File: src/rtl/mem_arbiter.sv
// mem_arbiter: shares the single byte-serial memory controller between the
// instruction-fetch requester (IF) and the load/store buffer requester (LS).
// One task is in flight at a time: IDLE -> ISSUE -> WAIT -> DONE.
// Build option: define MEM_ARB_RR_EN for round-robin tie-breaking; when it is
// undefined, LS has fixed priority over IF and no pointer register exists.
module mem_arbiter #(
  parameter logic [1:0] IO_ADDR_HI = 2'b11
) (
  input  logic        clk_in,
  input  logic        rst_in,
  input  logic        rdy_in,
  input  logic        rob_clear,
  input  logic        io_buffer_full,
  input  logic        if_valid,
  input  logic [31:0] if_addr,
  output logic        if_done,
  output logic [31:0] if_data,
  input  logic        ls_valid,
  input  logic        ls_write,
  input  logic [31:0] ls_addr,
  input  logic [31:0] ls_wdata,
  input  logic [2:0]  ls_type,
  output logic        ls_done,
  output logic [31:0] ls_data,
  output logic        mc_new_task,
  output logic        mc_is_write,
  output logic [31:0] mc_addr,
  output logic [31:0] mc_data_in,
  output logic [2:0]  mc_work_type,
  input  logic [31:0] mc_data_out,
  input  logic        mc_ready,
  input  logic        mc_is_working
);

  typedef enum logic [1:0] {IDLE, ISSUE, WAIT, DONE} state_t;

  localparam logic OWNER_IF = 1'b0;
  localparam logic OWNER_LS = 1'b1;

  state_t      state_q, state_d;
  logic        owner_q, owner_d;
  logic        write_q, write_d;
  logic [31:0] addr_q, addr_d;
  logic [31:0] wdata_q, wdata_d;
  logic [2:0]  type_q, type_d;
  logic [31:0] if_data_q, if_data_d;
  logic [31:0] ls_data_q, ls_data_d;

  logic ls_io_blocked;
  logic ls_elig;
  logic if_elig;
  logic grant;
  logic grant_ls;
  logic read_abort;

  // Eligibility: I/O stores wait for UART space; a flush only lets stores in.
  always_comb begin
    ls_io_blocked = ls_write && (ls_addr[17:16] == IO_ADDR_HI) && io_buffer_full;
    ls_elig       = ls_valid && !ls_io_blocked && (!rob_clear || ls_write);
    if_elig       = if_valid && !rob_clear;
    grant         = ls_elig || if_elig;
  end

`ifdef MEM_ARB_RR_EN
  logic rr_last_q, rr_last_d;

  // On a tie, favour whichever requester was not granted last.
  always_comb begin
    grant_ls  = ls_elig && (!if_elig || (rr_last_q == OWNER_IF));
    rr_last_d = rr_last_q;
    if (rdy_in && (state_q == IDLE) && grant) begin
      rr_last_d = grant_ls;
    end
  end

  // Round-robin pointer: remembers the last granted requester.
  always_ff @(posedge clk_in or posedge rst_in) begin
    if (rst_in) begin
      rr_last_q <= OWNER_IF;
    end else begin
      rr_last_q <= rr_last_d;
    end
  end
`else
  // Fixed priority: LS wins whenever it is eligible.
  always_comb begin
    grant_ls = ls_elig;
  end
`endif

  // A flush kills an in-flight read; stores always run to completion.
  assign read_abort = rob_clear && !write_q;

  // Next-state and latched task fields; everything holds while rdy_in is low.
  always_comb begin
    state_d   = state_q;
    owner_d   = owner_q;
    write_d   = write_q;
    addr_d    = addr_q;
    wdata_d   = wdata_q;
    type_d    = type_q;
    if_data_d = if_data_q;
    ls_data_d = ls_data_q;
    if (rdy_in) begin
      case (state_q)
        IDLE: begin
          if (grant) begin
            state_d = ISSUE;
            owner_d = grant_ls;
            if (grant_ls) begin
              write_d = ls_write;
              addr_d  = ls_addr;
              wdata_d = ls_wdata;
              type_d  = ls_type;
            end else begin
              write_d = 1'b0;
              addr_d  = if_addr;
              wdata_d = 32'h0;
              type_d  = 3'b010;
            end
          end
        end
        ISSUE: begin
          // The pulse is held back while the controller is still busy.
          if (read_abort) begin
            state_d = IDLE;
          end else if (!mc_is_working) begin
            state_d = WAIT;
          end
        end
        WAIT: begin
          if (read_abort) begin
            state_d = IDLE;
          end else if (!mc_is_working) begin
            if (write_q) begin
              state_d = DONE;
            end else if (mc_ready) begin
              state_d = DONE;
              if (owner_q == OWNER_LS) begin
                ls_data_d = mc_data_out;
              end else begin
                if_data_d = mc_data_out;
              end
            end else begin
              // Controller dropped the read: retry through arbitration.
              state_d = IDLE;
            end
          end
        end
        DONE: begin
          state_d = IDLE;
        end
        default: begin
          state_d = IDLE;
        end
      endcase
    end
  end

  // State and task registers; reset drops any task in flight.
  always_ff @(posedge clk_in or posedge rst_in) begin
    if (rst_in) begin
      state_q   <= IDLE;
      owner_q   <= OWNER_IF;
      write_q   <= 1'b0;
      addr_q    <= 32'h0;
      wdata_q   <= 32'h0;
      type_q    <= 3'b000;
      if_data_q <= 32'h0;
      ls_data_q <= 32'h0;
    end else begin
      state_q   <= state_d;
      owner_q   <= owner_d;
      write_q   <= write_d;
      addr_q    <= addr_d;
      wdata_q   <= wdata_d;
      type_q    <= type_d;
      if_data_q <= if_data_d;
      ls_data_q <= ls_data_d;
    end
  end

  // Outputs: task pulse only in ISSUE with an idle controller; done pulses
  // are masked the same cycle a flush hits a read.
  always_comb begin
    mc_new_task  = rdy_in && (state_q == ISSUE) && !mc_is_working && !read_abort;
    mc_is_write  = write_q;
    mc_addr      = addr_q;
    mc_data_in   = wdata_q;
    mc_work_type = type_q;
    if_done      = (state_q == DONE) && (owner_q == OWNER_IF) && !read_abort;
    ls_done      = (state_q == DONE) && (owner_q == OWNER_LS) && !read_abort;
    if_data      = if_data_q;
    ls_data      = ls_data_q;
  end

endmodule
File: config.mk
export PLATFORM = sky130hd
export DESIGN_NAME = mem_arbiter
export DESIGN_NICKNAME = d
export VERILOG_FILES = /design/src/rtl/mem_arbiter.sv
export SDC_FILE = /design/constraint.sdc
export NUM_CORES = 1
export LEC_CHECK = 0
export CAP_MARGIN = 25
export CORE_UTILIZATION = 40
export DETAILED_ROUTE_END_ITERATION = 6
export GPL_TIMING_DRIVEN = 0
export PLACE_DENSITY_LB_ADDON = 0.12
export SETUP_SLACK_MARGIN = 0.15
export SYNTH_ARGS = -nofsm -noshare
export SYNTH_HDL_FRONTEND = slang
export SYNTH_SLANG_ARGS = --single-unit
File: constraint.sdc
create_clock -name clk_in -period 4.26 [get_ports clk_in]
set_clock_uncertainty 0.05 [all_clocks]
set_input_delay 0.426 -clock clk_in [delete_from_list [all_inputs] [get_ports clk_in]]
set_output_delay 0.426 -clock clk_in [all_outputs]
set_load 0.005 [all_outputs]
==> results by group <==
Status
  – Outcome: finished, final reports clean

Placed design
  – HPWL Detailed: 17,900 µm
  – Place WS: 1400 ps
  – Number of port buffers: 274
  – Dpl cells: 1,119
  – Final RePlAce weighted congestion: 0.925
  – Placed Area: 10,200 µm²

Drt
  – Met1 WL: 9570 µm
  – Post-route ant nets: 0
  – DR WL met2: 12,400 µm
  – Residual DRC: 0
  – Routed Wire Length: 24,400 µm
  – Met3 routed WL: 1880 µm
  – Drt via density: 6.01
  – TritonRoute pass-1 iters: 5
  – DR iter-0 viols: 549
  – Top sig layer: met4
  – Vias: 6,912
  – Post-DR wirelength/cell: 21.2 µm

Power
  – Peak supply drop: 0.285 mV
  – Sw frac: 30.7%
  – Clock power frac: 26.4%
  – Internal Pwr Total: 4270 µW
  – Share of power burned in registers: 34.6%
  – Switch Pwr: 1890 µW
  – LEAKAGE: 0.00446 µW
  – P per Cell Area: 571 nW/µm²
  – Comb pwr share: 39.0%
  – Power Total: 6170 µW

STA
  – Min cycle time layout: 2990 ps
  – Worst Setup Slack, final: 1270 ps
  – Max Slew Vio Count: 0
  – Hold Worst Slack: 307 ps
  – RSZ-0062 raised after global routing: false
  – Setup violations, final: 0
  – Slew margin rel.: 49.6%
  – Pin slew with the least headroom to its limit: 754 ps
  – Period Utilization, post-route: 70.2%
  – Final hold vios: 0
  – F_max: 334 MHz

Run
  – Max_cap viols: 0

Die
  – Die span in y: 135 µm
  – I/O pins: 276
  – Cell Rows: 48
  – Die width: 135 µm
  – Core Area: 17,300 µm²
  – Initial Util: 41.0%
  – Die area: 18,300 µm²

Layout
  – Fin cells: 1,151
  – Most frequent cells in the layout: clkdlybuf4s50_1 (274), dfrtp_1 (135), clkbuf_1 (73)
  – # diodes: 0
  – Share of layout cells above drive strength 1: 12.4%
  – Final instance area: 10,800 µm²
  – Area delta synth->final: 52.2%
  – Nets: 1,054
  – Leading cell type in the layout, fill and taps excluded: clkdlybuf4s50_1
  – Fillers: 1,372

Critical path
  – CP endpoint kind: output pin
  – Most repeated library cell on the critical path: clkbuf_1
  – Worst EP required: 3780 ps
  – Slowest cell delay on critical path: 550 ps
  – Worst path top cell family by delay: buffers and inverters
  – CP Max Fanout: 10
  – Crit start category: flip-flop
  – Setup CP Type: flip-flop to output pin
  – CP max stage cell: clkdlybuf4s50_1
  – WP buf/inv: 3
  – Crit path arrival time: 2520 ps
  – Worst-path cell chain: clkbuf_1 > clkbuf_1 > nand3_1 > nor2_1 > clkdlybuf4s50_1

Global route
  – Vias in the first global route: 6,857
  – Pin count of the biggest net entering global routing: 101
  – First-pass GRT wire length: 37,600 µm
  – Tot GR Track Use: 26.7%
  – Initial antenna violation count: 0
  – GRT overflow: 0

Clock tree
  – # Post-CTS Setup Buffers: 0
  – Clock insertion delay at the later pin of the skew report: 420 ps
  – CTS sink count: 135
  – H-tree levels: 4
  – CTS tree: done
  – CTS root buffer: clkbuf_16
  – Clock-pin slew on the worst setup and hold paths: 60 ps
  – Cts bufs inserted: 17
  – Cts hold-fix bufs: 0
  – PostCTS Resize Cnt: 0
  – Number of buffers on the longest clock path: 2

Synthesis
  – Post-synthesis sequential area ratio: 47.6%
  – Synthesized flop and latch total: 135
  – Mean Syn Cell Area: 11.5 µm²
  – Yosys warns: 0
  – Mapped Cells: 619
  – Count of unique library cells instantiated by Yosys: 36
  – Mapped cell area: 7100 µm²
  – Post-synthesis net count: 760

Hold path
  – Type of the tightest min-delay check: input pin to asynchronous set/reset pin
==> cell usage after synthesis, drive strengths merged <==
| master | count | area [µm²] |
|---|---|---|
| mux2 | 64 | 721 |
| a211o | 1 | 8.76 |
| a32oi | 2 | 17.5 |
| a211oi | 2 | 15.0 |
| nand2b | 5 | 31.3 |
| a31o | 1 | 8.76 |
| nor4 | 1 | 21.3 |
| nor2 | 4 | 15.0 |
| nor4bb | 30 | 300 |
| nor3b | 2 | 15.0 |
| dfrtp | 135 | 3380 |
| o211ai | 2 | 15.0 |
| o31ai | 2 | 15.0 |
| and4bb | 1 | 12.5 |
| nand2 | 32 | 120 |
| nand3 | 3 | 15.0 |
| or3b | 1 | 8.76 |
| clkbuf | 72 | 270 |
| and4 | 2 | 17.5 |
| o311ai | 63 | 552 |
| nor2b | 2 | 12.5 |
| o21bai | 1 | 7.51 |
| a221o | 35 | 350 |
| o311a | 34 | 340 |
| inv | 7 | 26.3 |
| o21ai | 1 | 5.00 |
| buf | 18 | 113 |
| and3 | 1 | 6.26 |
| a311oi | 3 | 26.3 |
| a32o | 1 | 10.0 |
| nand4 | 61 | 382 |
| and3b | 30 | 263 |
==> layer usage <==
| layer | vias to the layer above | GRT usage, % |
|---|---|---|
| met5 | - | 0 |
| met4 | 0 | 10.3 |
| li1 | 3128 | - |
| met1 | 3370 | 31.9 |
| met3 | 44 | 5.91 |
| met2 | 370 | 46.5 |
==> registers in the layout, summed over array words and instances (netlist names) <==
register and flops:
mc_data_in 32, mc_work_type 3, state_q 2, ls_data 32
mc_is_write 1, mc_addr 32, if_data 32, owner_q 1
==> cell families after synthesis <==
group | Yosys count | synth area share, %
AOI/OAI and AO/OA | 148 | 19.3
muxes | 64 | 10.2
buffers and inverters | 97 | 5.76
DFF | 135 | 47.6
and+or+nand+nor | 175 | 17.2
==> worst paths after layout <==
kind / cells after the start / endpoint / startpoint / slack, ps
setup / recovery: 5 / ls_done / state_q[1] / 1270
hold / removal: 2 / if_data[28] / rst_in / 310
setup reg to reg: 5 / mc_addr[22] / state_q[1] / 1930
hold reg to reg: 1 / if_data[24] / if_data[24] / 450
max in group asynchronous: 3 / mc_addr[0] / rst_in / 3050
min in group clk_in: 1 / if_data[24] / if_data[24] / 450
==> power by group through the flow <==
stage	logic, µW	registers, µW	clock network [µW]
2_1_floorplan	966	2120	0
3_3_place_gp	2330	2120	0
3_5_place_dp	2400	2140	0
4_1_cts	2410	2130	1650
5_1_grt	2590	2200	1700
6_report	2400	2140	1630
==> per-stage QoR <==
| step | util [%] | TNS [ps] |
|---|---|---|
| CTS | 62.5 | 0 |
| floorplan | - | 0 |
| detailed placement | 58.7 | 0 |
| global route | 62.5 | 0 |
| global placement | 58.5 | -214830 |
| finish | 62.5 | 0 |
==> cell type report <==
| class | count | area [µm²] | share of cell area (%) |
|---|---|---|---|
| tap | 225 | 282 | 2.61 |
| clock inverter | 14 | 219 | 2.03 |
| clock buffer | 18 | 429 | 3.97 |
| multi-input combinational | 387 | 3310 | 30.7 |
| timing repair buffer | 275 | 2770 | 25.6 |
| sequential | 135 | 3380 | 31.3 |
| inverter | 7 | 31.3 | 0.290 |
| buffer | 90 | 383 | 3.54 |
No activity file was read; power rests on OpenSTA's default activity.
